===== config.mk =====
export PLATFORM = sky130hd
export DESIGN_NAME = mux_sel_arbiter
export DESIGN_NICKNAME = d
export VERILOG_FILES = /design/src/rtl/mux_sel_arbiter_pkg.sv /design/src/rtl/mux_sel_arbiter_rr_pick4.sv /design/src/rtl/mux_sel_arbiter.sv
export SDC_FILE = /design/constraint.sdc
export NUM_CORES = 1
export LEC_CHECK = 0
export CORE_MARGIN = 2
export CORE_UTILIZATION = 30
export CTS_CLUSTER_SIZE = 24
export DETAILED_ROUTE_END_ITERATION = 8
export PLACE_DENSITY = 0.59
export SYNTH_ARGS = -nofsm -noshare
export SYNTH_HDL_FRONTEND = slang
export SYNTH_SLANG_ARGS = --single-unit

===== constraint.sdc =====
create_clock -name clk -period 5 [get_ports clk]
set_clock_uncertainty 0.2 [all_clocks]
set_input_delay 1 -clock clk [delete_from_list [all_inputs] [get_ports clk]]
set_output_delay 1 -clock clk [all_outputs]
set_load 0.1 [all_outputs]

===== src/rtl/mux_sel_arbiter_pkg.sv =====
`default_nettype none
// ============================================================================
// Module   : mux_sel_arbiter_pkg
// Purpose  : Shared constants, FSM state type and helpers for the
//            round-robin select arbiter that drives a 4:1 mux.
// Contents : N_REQ, SEL_W, CNT_W, HOLD_MAX_DEF, state_t, onehot_sel()
// Revision : 1.0 - initial release
// ============================================================================
package mux_sel_arbiter_pkg;

  localparam int N_REQ        = 4;
  localparam int SEL_W        = 2;
  localparam int CNT_W        = 8;
  localparam int HOLD_MAX_DEF = 8;

  typedef enum logic [0:0] {
    ST_IDLE  = 1'b0,
    ST_GRANT = 1'b1
  } state_t;

  // Grant vector for a given select value.
  function automatic logic [N_REQ-1:0] onehot_sel(input logic [SEL_W-1:0] s);
    logic [N_REQ-1:0] v;
    v = '0;
    v[s] = 1'b1;
    return v;
  endfunction

endpackage
`default_nettype wire


===== src/rtl/mux_sel_arbiter_rr_pick4.sv =====
`default_nettype none
// ============================================================================
// Module   : rr_pick4
// Purpose  : Combinational round-robin search over 4 requests. Returns the
//            first set request bit at or above ptr, wrapping modulo 4.
// Ports    : req    [3:0] in  - request vector
//            ptr    [1:0] in  - search start position
//            winner [1:0] out - index of the selected request (ptr if none)
//            any          out - at least one request is set
// Revision : 1.0 - initial release
// ============================================================================
module rr_pick4 (
  input  logic [3:0] req,
  input  logic [1:0] ptr,
  output logic [1:0] winner,
  output logic       any
);

  assign any = |req;

  // Walk from the farthest position back toward ptr so the closest set bit
  // (in wrapped order) is the last assignment and therefore wins.
  always_comb begin
    winner = ptr;
    for (int i = 3; i >= 0; i--) begin
      if (req[ptr + 2'(i)]) begin
        winner = ptr + 2'(i);
      end
    end
  end

endmodule
`default_nettype wire


===== src/rtl/mux_sel_arbiter.sv =====
`default_nettype none
// ============================================================================
// Module   : mux_sel_arbiter
// Purpose  : Round-robin arbiter producing the select for a downstream 4:1
//            mux. A grant is held until the grantee signals done, drops its
//            request, or has held it for HOLD_MAX cycles. All outputs are
//            registered; sel can be wired straight to the mux sel port.
// Ports    : clk             in  - rising-edge clock
//            rst             in  - asynchronous active-high reset
//            req   [N_REQ-1] in  - per-source request
//            done            in  - current grantee releases the grant
//            sel   [1:0]     out - mux select (holds last value when idle)
//            gnt   [N_REQ-1] out - one-hot grant, zero when idle
//            gnt_valid       out - sel/gnt hold a live grant
// Revision : 1.0 - initial release
// ============================================================================
module mux_sel_arbiter
  import mux_sel_arbiter_pkg::*;
#(
  parameter int N_REQ    = mux_sel_arbiter_pkg::N_REQ,
  parameter int HOLD_MAX = HOLD_MAX_DEF
) (
  input  logic             clk,
  input  logic             rst,
  input  logic [N_REQ-1:0] req,
  input  logic             done,
  output logic [SEL_W-1:0] sel,
  output logic [N_REQ-1:0] gnt,
  output logic             gnt_valid
);

  localparam logic [CNT_W-1:0] HOLD_LAST = CNT_W'(HOLD_MAX - 1);

  state_t           state;
  logic [SEL_W-1:0] ptr;
  logic [CNT_W-1:0] cnt;

  logic [SEL_W-1:0] pick_ptr;
  logic [SEL_W-1:0] winner;
  logic             any;
  logic             release_now;

  // In GRANT the next winner is only consumed on release, where the search
  // starts just past the current grantee; this puts a timed-out grantee at
  // lowest priority. In IDLE the stored pointer is used.
  assign pick_ptr    = (state == ST_GRANT) ? sel + 2'd1 : ptr;
  assign release_now = done | ~req[sel] | (cnt == HOLD_LAST);

  rr_pick4 u_pick (
    .req    (req),
    .ptr    (pick_ptr),
    .winner (winner),
    .any    (any)
  );

  always_ff @(posedge clk or posedge rst) begin
    if (rst) begin
      state     <= ST_IDLE;
      ptr       <= '0;
      cnt       <= '0;
      sel       <= '0;
      gnt       <= '0;
      gnt_valid <= 1'b0;
    end else begin
      case (state)
        ST_IDLE: begin
          // done is meaningless without a live grant and is ignored here.
          if (any) begin
            state     <= ST_GRANT;
            sel       <= winner;
            gnt       <= onehot_sel(winner);
            gnt_valid <= 1'b1;
            cnt       <= '0;
          end
        end
        ST_GRANT: begin
          if (release_now) begin
            ptr <= sel + 2'd1;
            cnt <= '0;
            if (any) begin
              // Back-to-back handover, no idle cycle.
              sel <= winner;
              gnt <= onehot_sel(winner);
            end else begin
              state     <= ST_IDLE;
              gnt       <= '0;
              gnt_valid <= 1'b0;
            end
          end else begin
            cnt <= cnt + 1'b1;
          end
        end
        default: begin
          state     <= ST_IDLE;
          gnt       <= '0;
          gnt_valid <= 1'b0;
        end
      endcase
    end
  end

endmodule
`default_nettype wire


* Yosys cells after proc, flatten, opt, wreduce, memory -nomap -nowiden
Index checks and enable logic that the tools add are counted.
Storage, ports and cells: register bits after elaboration 18, input bits 7, output and inout port bits 7, logic and storage cells 65
Cells by class: add/subtract/negate cells 5, $lt $le $gt $ge 7, equality and inequality tests 4, mux-type cells 34, bitwise logic cells 4, reduce and logical (&&, ||, !) cells 5
Operators with widths (count):
- $lt A2 B3 Y1 const B | 6
- $mux W8 | 2
- $pmux W8 S2 | 1
- $mux W2 | 7
- $mux W4 | 3
- $mux W1 | 11
- $bmux W1 S2 | 5
- $add A8 B1 Y8 const B | 1
- $eq A8 B3 Y1 const B | 1
- $pmux W4 S2 | 1
- $add A2 B1 Y2 const B | 2
- $add A2 B2 Y2 const B | 2
- $ne A2 B2 Y1 const B | 2
- $pmux W1 S2 | 2
- $pmux W2 S2 | 1
- $reduce_and A2 Y1 | 2
- $reduce_or A4 Y1 | 1
- $reduce_and A3 Y1 | 1
- $demux W1 S2 | 1
- $ge A2 B1 Y1 const B | 1
- $ne A2 B1 Y1 const B | 1
- $not A1 Y1 | 2
- $or A1 B1 Y1 | 2
- $logic_and A1 B1 Y1 | 1

* Depth between registers and ports, before layout
Gate-level depths: netlist (run 1).
depth in word-level cells 16, mapped depth 7, mapped depth without buffers 6

* By module
From an unflattened synthesis (run 1), not the netlist that was laid out.
Second synthesis, totals: cells, all modules 103, area, all modules 1031.0 sq um
By module, submodules not included:
- mux_sel_arbiter | instances 1, cells an instance 87, area each 930.9 sq um
- rr_pick4 | instances 1, cells an instance 16, area each 100.1 sq um

* Worst setup path before layout (run 1)
No wires, ideal clock.
kind reg-to-reg, start point reg sel[0], end point reg cnt[0], setup time 0.125 ns, data arrival time 2.229 ns, required time 4.675 ns, slack 2.446 ns, cell stages (with the launch flop) 6, buffers on the path 0, period minus slack after synthesis 2.554 ns, cell sequence dfrtp_1 > mux4_2 > o211ai_4 > or2_4 > nor2_4 > mux2_2
On the way: word-level cells in the longest chain between the ends 7
Ends and longest elaborated chain:
- from (decl) | RTL line mux_sel_arbiter.sv:27 | output logic [SEL_W-1:0] sel,
- from (signal assigned) | RTL line mux_sel_arbiter.sv:70 | sel <= winner;
- from (signal assigned) | RTL line mux_sel_arbiter.sv:82 | sel <= winner;
- $bmux W1 S2 | RTL line mux_sel_arbiter.sv:47 | assign release_now = done | ~req[sel] | (cnt == HOLD_LAST);
- $mux W1 (implied by the code) | RTL line mux_sel_arbiter.sv:47
- $not A1 Y1 | RTL line mux_sel_arbiter.sv:47
- $or A1 B1 Y1 (2 in series) | RTL line mux_sel_arbiter.sv:47
- $mux W8 | RTL line mux_sel_arbiter.sv:77 | if (release_now) begin
- $pmux W8 S2 | RTL line mux_sel_arbiter.sv:65 | case (state)
- to (signal assigned) | RTL line mux_sel_arbiter.sv:90 | cnt <= cnt + 1'b1;
- to (decl) | RTL line mux_sel_arbiter.sv:36 | logic [CNT_W-1:0] cnt;
No other way between the ends. The select of a mux whose other input is x is not followed. A chain may end at the register's enable or synchronous reset.

* Worst setup path after layout (run 1)
start point reg sel[0], end point out sel[0]
No word-level cell between the ends.

==> reports/qor.yml, run 1 <==
worst_setup_path:
  crit_path_max_incr_delay_ps: 1190
  cp_top_family: "buffers and inverters"
  worst-path-max-fanout: 8
  timing.rr.end: "cnt[0]$_DFFE_PP0P_"
  cp.arrival_ps: 2010
  r2r_setup_slack_ps: 2910
  path_cells: "clkdlybuf4s50_1"
  crit_slowest_cell: "clkdlybuf4s50_1"
  worstReg2RegStart: "sel[0]$_DFFE_PP0P_"
  crit_required_ps: 3800
  start_kind: "register"
  end_kind: "output pin"
  worstSetupPathType: "reg2out"
  reg2reg_depth: 5
  path_buf_inv: 1
floorplan:
  rows: 21
  ios: 14
  die_w_um: 64.0
  die_y_um: 64.0
  core-area_um2: 3390
  dieArea_um2: 4100
  start_util_pct: 31.9
cts:
  clkTransAtPathRegs_ps: 110
  hold_buffers: 0
  cts_buffer_depth: 2
  numCtsBuffers: 3
  post_cts_resized: 0
  clkLatencyLatePin_ps: 290
  postCtsSetupBuffers: 0
  clock-sinks: 18
  htreeDepth: 1
  clockRootBuffer: "clkbuf_4"
  cts_tree: "built"
yosys:
  ys_ff_latch: 18
  yosysSeqAreaShare_pct: 41.7
  synth_cell_type_count: 44
  synthesis.area_um2: 1080
  synth.area.top_cells: "dfrtp_1 42%, a22o_1 4.9%, a21o_1 3.5%, nand2_1 3.1%, nor2_1 2.8%"
  synth_area_per_cell_um2: 10.1
  synthMuxAreaShare_pct: 6.03
  syn_nets: 116
  synth_most_common_cell: "dfrtp_1"
  yosys.area.top_type: "dfrtp_1"
  synthSimpleGateAreaFrac_pct: 20.3
  synth_fa_ha_area_share_pct: 2.32
  synth_compound_area_share_pct: 23.6
  synth_top_family_by_area: "compound AO/OA/AOI/OAI gates"
  synthCells: 107
  synthArstFlopShare_pct: 100
  ys_warn_count: 0
  synth_xor_area_share_pct: 2.43
  ys.flop_type: "dfrtp_1"
  synth_edf_count: 0
  synthTopCellsByCount: "18 x dfrtp_1, 9 x nand2_1, 8 x nor2_1, 6 x a22o_1, 6 x inv_1"
  netlist.area_leader.share_pct: 41.7
hold_path:
  worst_hold_path.endpoint: "gnt[1]$_DFFE_PP0P_"
  worstHoldStart: "gnt[1]$_DFFE_PP0P_"
  min_path_cells: 1
  hp-class: "reg2reg"
timing:
  whs_ps: 305
  worst_slack_ps: 1790
  fin_crit_sh_pct: 64.3
  finalMaxSlewViolations: 0
  fmax_mhz: 311
  rsz0062_at_grt: "no"
  min_period_ps: 3210
  slew_headroom_pct: 35.5
  tns_ps: 0
  finalSetupViolations: 0
  tightest_slew_ps: 965
  report.final.hold_viol_count: 0
power_and_ir_drop:
  p_leak_nw: 0.589
  power_density_nw_per_um2: 547
  ir_drop_v: 0.000153
routing:
  wl_per_cell_um: 12.6
  routed_wl_um: 2120
  via_per_inst: 5.08
  vias: 853
  firstDrtPassIters: 4
  drt_iter0_drc: 95
  postRouteAntennaNets: 0
  drc: 0
cells_and_area:
  drive_gt1_share_pct: 13.9
  layout.nets: 132
  fin_cells: 168
  finalCoreUtilization_pct: 38.1
  area_growth_pct: 19.6
  antenna-diode-count: 0
global_route:
  grt_usage_pct: 11.7
  grt_pass1_vias: 844
  grt_max_degree: 19
  grt.overflow.total: 0
  antenna_found_initial: 0
  grt_pass1_wl_um: 3760
place:
  gp_congestion: 0.861
  pre_cts_ws_ps: 1820
  dpl.hpwl_um: 1580
  port-buffer-count: 13
  dp_cells: 164
job:
  cap_violations: 0
outcome:
  outcome: "finished clean"
## cell usage in the layout (no fill, tap or decap), types with 2 or more instances in the layout
| cell | count |
|---|---|
| clkdlybuf4s50_1 | 13 |
| a21o_1 | 5 |
| nor3_1 | 2 |
| a21oi_1 | 2 |
| mux2_2 | 2 |
| o21ai_2 | 2 |
| inv_1 | 6 |
| clkbuf_4 | 3 |
| xor2_1 | 3 |
| mux2i_1 | 2 |
| o2bb2ai_1 | 2 |
| nor2_1 | 8 |
| ha_1 | 2 |
| nand2_1 | 9 |
| nand3_1 | 3 |
| o21ai_0 | 5 |
| nand4_1 | 2 |
| dfrtp_1 | 18 |
| a22o_1 | 6 |
| nand2b_1 | 2 |
## worst max-delay path by stage
stage | start | endpoint | slack [ps] | cells after the start
global placement | req[1] | cnt[7]$_DFFE_PP0P_ | 1870 | 7
CTS | sel[0]$_DFFE_PP0P_ | sel[0] | 1770 | 1
detailed placement | req[1] | cnt[7]$_DFFE_PP0P_ | 1820 | 7
global route | sel[0]$_DFFE_PP0P_ | sel[0] | 1720 | 1
finish | sel[0]$_DFFE_PP0P_ | sel[0] | 1790 | 1
floorplan | sel[0]$_DFFE_PP0P_ | cnt[0]$_DFFE_PP0P_ | 2450 | 5
## report_power, final
part | leakage (nW) | internal (mW) | switching [mW] | total [mW]
sequential | 0.233 | 0.180 | 0.0396 | 0.220
clock | 0.0210 | 0.0444 | 0.0460 | 0.0904
combinational | 0.334 | 0.136 | 0.261 | 0.397
## cell families (layout without fill, tap and decap cells)
group,Yosys count,after routing
buffers and inverters,9,24
flip-flops,18,18
AND/OR/NAND/NOR,38,38
adder cells (fa/ha/maj),2,2
multiplexers,5,5
XOR/XNOR,3,3
AO/OA/AOI/OAI,32,32
## registers in the layout, summed over array words and instances (netlist names)
register	cells
sel	2
gnt	4
gnt_valid	1
cnt	8
ptr	2
state	1
## layout make-up
type / instances / area, um^2
multi-input combinational: 80 / 591
tap: 46 / 57.6
inverter: 7 / 26.3
sequential: 18 / 450
clock buffer: 4 / 36.3
fill: 327 / 2100
timing repair buffer: 13 / 130
## through the flow
stage / cell area [um^2] / power [mW]
floorplan: 1080 / 0.534
detailed placement: 1250 / 0.623
global route: 1290 / 0.753
finish: 1290 / 0.707
global placement: 1250 / 0.620
CTS: 1290 / 0.717
## per-layer routing
| layer | global-route usage [%] | vias to the layer above | share of wire, % |
|---|---|---|---|
| li1 | - | 424 | - |
| met1 | 15.3 | 416 | 50 |
| met2 | 19.1 | 11 | 46 |
| met3 | 3.52 | 2 | 3.5 |
| met4 | 2.45 | 0 | 0.66 |
| met5 | 0 | - | 0 |
No activity file was read; power rests on OpenSTA's default activity.
==> inputs of run 2 (changes only) <==
- clock period: 5 -> 3.4 ns (I/O delays scaled with it)
==> run 2 against run 1 <==
Against the previous run:
- total power increased by 46%
- core utilization decreased by 0.52 points
- design area decreased by 1.4%
- sequential share of layout area increased by 0.48 points
- highest routed layer unchanged
==> reports/qor.yml, run 2 (synthesis gave the netlist of run 1 again) <==
hold_path:
  min_path_cells: 1  # unchanged
  worstHoldStart: "gnt[0]$_DFFE_PP0P_"  # was gnt[1]$_DFFE_PP0P_
  hp-class: "reg2reg"  # unchanged
  worst_hold_path.endpoint: "gnt[0]$_DFFE_PP0P_"  # was gnt[1]$_DFFE_PP0P_
worst_setup_path:
  r2r_setup_slack_ps: 1310  # was 2910 ps
  start_kind: "input pin"  # was register
  reg2reg_depth: 5  # unchanged
  worstReg2RegStart: "sel[0]$_DFFE_PP0P_"  # unchanged
  crit_required_ps: 3390  # was 3800 ps
  timing.rr.end: "cnt[0]$_DFFE_PP0P_"  # unchanged
  worst-path-max-fanout: 11  # was 8
  cp.arrival_ps: 2580  # was 2010 ps
  end_kind: "register"  # was output pin
  worstSetupPathType: "in2reg"  # was reg2out
cts:
  hold_buffers: 0  # unchanged
  cts_tree: "built"  # unchanged
  clock-sinks: 18  # unchanged
  postCtsSetupBuffers: 0  # unchanged
  cts_buffer_depth: 2  # unchanged
  clkLatencyLatePin_ps: 300  # was 290 ps
  clockRootBuffer: "clkbuf_4"  # unchanged
  numCtsBuffers: 3  # unchanged
  htreeDepth: 1  # unchanged
  post_cts_resized: 0  # unchanged
  clkTransAtPathRegs_ps: 100  # was 110 ps
timing:
  finalSetupViolations: 0  # unchanged
  min_period_ps: 2590
  fin_crit_sh_pct: 76.1
  slew_headroom_pct: 55.3  # was 35.5%
  rsz0062_at_grt: "no"  # unchanged
  fmax_mhz: 387
  tns_ps: 0  # unchanged
  tightest_slew_ps: 670  # was 965 ps
  report.final.hold_viol_count: 0  # unchanged
  finalMaxSlewViolations: 0  # unchanged
routing:
  drt_iter0_drc: 92  # was 95
  vias: 865  # was 853
  postRouteAntennaNets: 0  # unchanged
  drc: 0  # unchanged
  wl_per_cell_um: 12.8  # was 12.6 um
  via_per_inst: 5.15  # was 5.08
  firstDrtPassIters: 4  # unchanged
  routed_wl_um: 2150  # was 2120 um
global_route:
  antenna_found_initial: 0  # unchanged
  grt_util_met2_pct: 19.9  # was 19.1%
  use_met1_pct: 15.1  # was 15.3%
  grt_pass1_vias: 854  # was 844
  use_met3_pct: 3.35  # was 3.52%
  grt.overflow.total: 0  # unchanged
  grt_busiest_layer: "met2"  # unchanged
  grt_pass1_wl_um: 3840  # was 3760 um
  grt_usage_pct: 11.7  # about the same
  grt_max_degree: 19  # unchanged
power_and_ir_drop:
  switching_share_pct: 49.9  # was 49.1%
  internal_power_uw: 518  # was 360 uW
  ir_drop_v: 0.000208  # was 0.000153 V
  combinationalPowerShare_pct: 55.8  # was 56.1%
  p_leak_nw: 0.599  # was 0.589 nW
  p_seq_share_pct: 31.3  # was 31.1%
  switching_power_uw: 516  # was 347 uW
  power.clock.fraction_pct: 12.9  # was 12.8%
  power_density_nw_per_um2: 812  # was 547 nW/um^2
cells_and_area:
  layout_common_cells: "18 x dfrtp_1, 9 x nand2_1, 8 x nor2_1, 7 x buf_4"  # was 18 x dfrtp_1, 13 x clkdlybuf4s50_1, 9 x nand2_1, 8 x nor2_1
  largest_registers: "cnt (8), gnt (4)"  # unchanged
  largest_register_ffs: 8  # unchanged
  layout_commonest_cell: "dfrtp_1"  # unchanged
  top_register: "cnt"  # unchanged
  fin_cells: 168  # unchanged
  drive_gt1_share_pct: 19.7  # was 13.9%
  antenna-diode-count: 0  # unchanged
  area_growth_pct: 18.0  # was 19.6%
  layout.nets: 132  # unchanged
floorplan:
  die_y_um: 64.0  # unchanged
  rows: 21  # unchanged
  die_w_um: 64.0  # unchanged
  dieArea_um2: 4100  # unchanged
  core-area_um2: 3390  # unchanged
  start_util_pct: 31.9  # unchanged
  ios: 14  # unchanged
place:
  dp_cells: 164  # unchanged
  port-buffer-count: 13  # unchanged
  gp_congestion: 0.855  # was 0.861
  dpl.hpwl_um: 1670  # was 1580 um
job:
  cap_violations: 0  # unchanged
outcome:
  outcome: "finished clean"  # unchanged
run 2: changes by cell type in the layout (fill, tap and decap cells not counted):
cell	change
clkdlybuf4s50_1	-7
buf_4	+7
run 2: how the worst max path moves through the flow:
stage | startpoint | to | slack (ps) | cells after the start
after floorplan | sel[0]$_DFFE_PP0P_ | cnt[0]$_DFFE_PP0P_ | 850 | 5
after global placement | req[1] | cnt[7]$_DFFE_PP0P_ | 600 | 7
after detailed placement | req[1] | cnt[7]$_DFFE_PP0P_ | 490 | 7
after CTS | req[1] | cnt[7]$_DFFE_PP0P_ | 810 | 7
after global routing | req[1] | cnt[7]$_DFFE_PP0P_ | 590 | 7
final | req[1] | cnt[7]$_DFFE_PP0P_ | 810 | 7
run 2: critical path, stage by stage:
cell and delay (ps):
clkdlybuf4s50_1 520, nor4_1 430, ha_1 500, nor2_1 120, nand4_1 120, xor2_1 150, nor2_1 50
run 2: power by group through the flow:
stage	combinational [mW]	sequential [mW]	clock (mW)
2_1_floorplan	0.253	0.533	0
6_report	0.577	0.324	0.133
3_5_place_dp	0.581	0.328	0
4_1_cts	0.582	0.325	0.142
3_3_place_gp	0.576	0.327	0
5_1_grt	0.612	0.335	0.150
run 2: layout make-up:
class	instances	area [um^2]
Clock buffer	4	36.3
Fill cell	339	2120
Inverter	7	26.3
Multi-Input combinational cell	80	591
Sequential cell	18	450
Tap cell	46	57.6
Timing Repair Buffer	13	113
run 2: metrics by stage:
stage / area, um^2 / worst slack (ps) / util [%] / power, mW / hold slack (ps)
detailed placement: 1240 / 494 / 36.5 / 0.910 / 286
CTS: 1270 / 815 / 37.6 / 1.05 / 314
finish: 1270 / 814 / 37.6 / 1.03 / 307
global route: 1270 / 589 / 37.6 / 1.10 / 330
floorplan: 1080 / 846 / - / 0.786 / 297
global placement: 1240 / 598 / 36.5 / 0.903 / 279
run 2: per-layer routing:
layer | vias up | part of all wire [%] | wire [um]
li1 | 427 | - | -
met1 | 414 | 47 | 1020
met2 | 19 | 48 | 1020
met3 | 5 | 4.3 | 93
met4 | 0 | 0.60 | 13
met5 | - | 0 | 0
==> inputs of run 3 (changes only) <==
- PLACE_DENSITY: 0.59 -> 0.6
- clock period: 3.4 -> 2.3 ns (I/O delays scaled with it)
==> run 3 against run 2 <==
Against the previous run:
- hold slack worse by 38 ps
- flip-flop and latch count did not move
- sequential share of layout area down 2.0 points
- design area up 6.5%
- via count increased by 6.9%
- clock power up 23%
- clock-buffer cell count did not move
- critical endpoint is now cnt[0]$_DFFE_PP0P_
==> reports/qor.yml, run 3 (synthesis gave the netlist of run 1 again) <==
routing:
  drt_iter0_drc: 63  # was 92
  firstDrtPassIters: 4  # unchanged
  drc: 0  # unchanged
  routed_wl_um: 2370  # was 2150 um
  via_per_inst: 5.14  # was 5.15
  postRouteAntennaNets: 0  # unchanged
  wl_per_cell_um: 13.2  # was 12.8 um
  vias: 925  # was 865
place:
  dpl.hpwl_um: 1820  # was 1670 um
  pre_cts_ws_ps: -217  # was 494 ps
  gp_congestion: 0.816  # was 0.855
  port-buffer-count: 13  # unchanged
cts:
  cts_buffer_depth: 2  # unchanged
  clkLatencyLatePin_ps: 290  # was 300 ps
  clock-sinks: 18  # unchanged
  cts_tree: "built"  # unchanged
  htreeDepth: 1  # unchanged
  postCtsSetupBuffers: 0  # unchanged
  clockRootBuffer: "clkbuf_4"  # unchanged
  post_cts_resized: 0  # unchanged
  hold_buffers: 0  # unchanged
  numCtsBuffers: 3  # unchanged
  clkTransAtPathRegs_ps: 100  # about the same
power_and_ir_drop:
  power.clock.fraction_pct: 10.6  # was 12.9%
  power_density_nw_per_um2: 1130  # was 812 nW/um^2
  total_power_mw: 1.54  # was 1.03 mW
  p_seq_share_pct: 31.4  # was 31.3%
  combinationalPowerShare_pct: 58.0  # was 55.8%
  ir_drop_v: 0.000316  # was 0.000208 V
  switching_share_pct: 50.1  # was 49.9%
  internal_power_uw: 766  # was 518 uW
  switching_power_uw: 771  # was 516 uW
  p_leak_nw: 0.651  # was 0.599 nW
outcome:
  outcome: "finished clean"  # unchanged
cells_and_area:
  top_register: "cnt"  # unchanged
  layout_commonest_cell: "buf_4"  # was dfrtp_1
  ff_latch_area_um2: 453  # was 450 um^2
  largest_register_ffs: 8  # unchanged
  fill_cells: 348  # was 339
  multi_input_area_um2: 591  # unchanged
  area_growth_pct: 25.6  # was 18.0%
  drive_gt1_share_pct: 27.6  # was 19.7%
  layout.nets: 144  # was 132
  largest_registers: "cnt (8), gnt (4)"  # unchanged
  antenna-diode-count: 0  # unchanged
  layout_common_cells: "19 x buf_4, 16 x dfrtp_1, 9 x nand2_1, 8 x nor2_1"  # was 18 x dfrtp_1, 9 x nand2_1, 8 x nor2_1, 7 x buf_4
worst_setup_path:
  crit_required_ps: 2290  # was 3390 ps
  worstSetupPathType: "in2reg"  # unchanged
  start_kind: "input pin"  # unchanged
  worst-path-max-fanout: 7  # was 11
  cp.arrival_ps: 2210  # was 2580 ps
  end_kind: "register"  # unchanged
floorplan:
  ios: 14  # unchanged
  core-area_um2: 3390  # unchanged
  start_util_pct: 31.9  # unchanged
  die_w_um: 64.0  # unchanged
  dieArea_um2: 4100  # unchanged
  rows: 21  # unchanged
  die_y_um: 64.0  # unchanged
hold_path:
  hp-class: "in2async"  # was reg2reg
global_route:
  grt_pass1_vias: 918  # was 854
  grt_pass1_wl_um: 4120  # was 3840 um
  use_met1_pct: 16.6  # was 15.1%
  grt.overflow.total: 0  # unchanged
  use_met3_pct: 2.46  # was 3.35%
  grt_usage_pct: 12.7  # was 11.7%
  grt_util_met2_pct: 19.4  # was 19.9%
  grt_max_degree: 19  # unchanged
  grt_busiest_layer: "met2"  # unchanged
  antenna_found_initial: 0  # unchanged
timing:
  min_period_ps: 2230
  worst_slack_ps: 71.2  # was 814 ps
  finalMaxSlewViolations: 0  # unchanged
  fmax_mhz: 449
  rsz0062_at_grt: "no"  # unchanged
  slew_headroom_pct: 75.7  # was 55.3%
  fin_crit_sh_pct: 96.9
  report.final.hold_viol_count: 0  # unchanged
  finalSetupViolations: 0  # unchanged
  tightest_slew_ps: 354  # was 670 ps
job:
  cap_violations: 0  # unchanged
run 3: path summary, 6_finish.rpt:
path	from	end	slack [ps]	cells after the start
min in group clk	gnt[2]$_DFFE_PP0P_	gnt[2]$_DFFE_PP0P_	310	1
max in group asynchronous	rst	sel[0]$_DFFE_PP0P_	1420	3
max reg2reg	sel[0]$_DFFE_PP0P_	cnt[0]$_DFFE_PP0P_	290	5
min	rst	cnt[3]$_DFFE_PP0P_	270	3
max	req[2]	cnt[0]$_DFFE_PP0P_	70	6
min reg2reg	gnt[2]$_DFFE_PP0P_	gnt[2]$_DFFE_PP0P_	310	1
run 3: layout make-up:
class                           count  share of cell area [%]
Multi-Input combinational cell     80                    43.5
Sequential cell                    18                    33.4
Timing Repair Buffer               25                    14.9
Tap cell                           46                    4.24
Clock buffer                        4                    1.94
Inverter                            7                    1.94
run 3: per-stage QoR:
step	instances	hold slack (ps)	area [um^2]	util, %	TNS (ps)
2_1_floorplan	107	198	1080	-	0
3_3_place_gp	176	279	1330	39.2	-1660
3_5_place_dp	176	285	1330	39.2	-2160
4_1_cts	180	270	1360	40.0	0
5_1_grt	180	281	1360	40.0	0
6_report	180	270	1360	40.0	0
run 3: power by group through the flow:
stage / clock network [mW] / registers (mW) / logic [mW]
after floorplan: 0 / 0.792 / 0.373
after global placement: 0 / 0.485 / 0.883
after detailed placement: 0 / 0.490 / 0.895
after CTS: 0.173 / 0.483 / 0.898
after global routing: 0.190 / 0.501 / 0.949
final: 0.163 / 0.482 / 0.892
run 3: worst max-delay path: stages:
cell             delay [ps]
clkdlybuf4s50_1         520
mux4_2                  570
o211ai_4                140
or2_4                   220
nor2_4                   50
mux2_2                  250
run 3: per-layer routing:
layer / up-vias / part of all wire (%) / wire length, um
li1: 451 / - / -
met1: 445 / 46 / 1100
met2: 21 / 46 / 1100
met3: 8 / 4.3 / 103
met4: 0 / 3.0 / 72
met5: - / 0 / 0
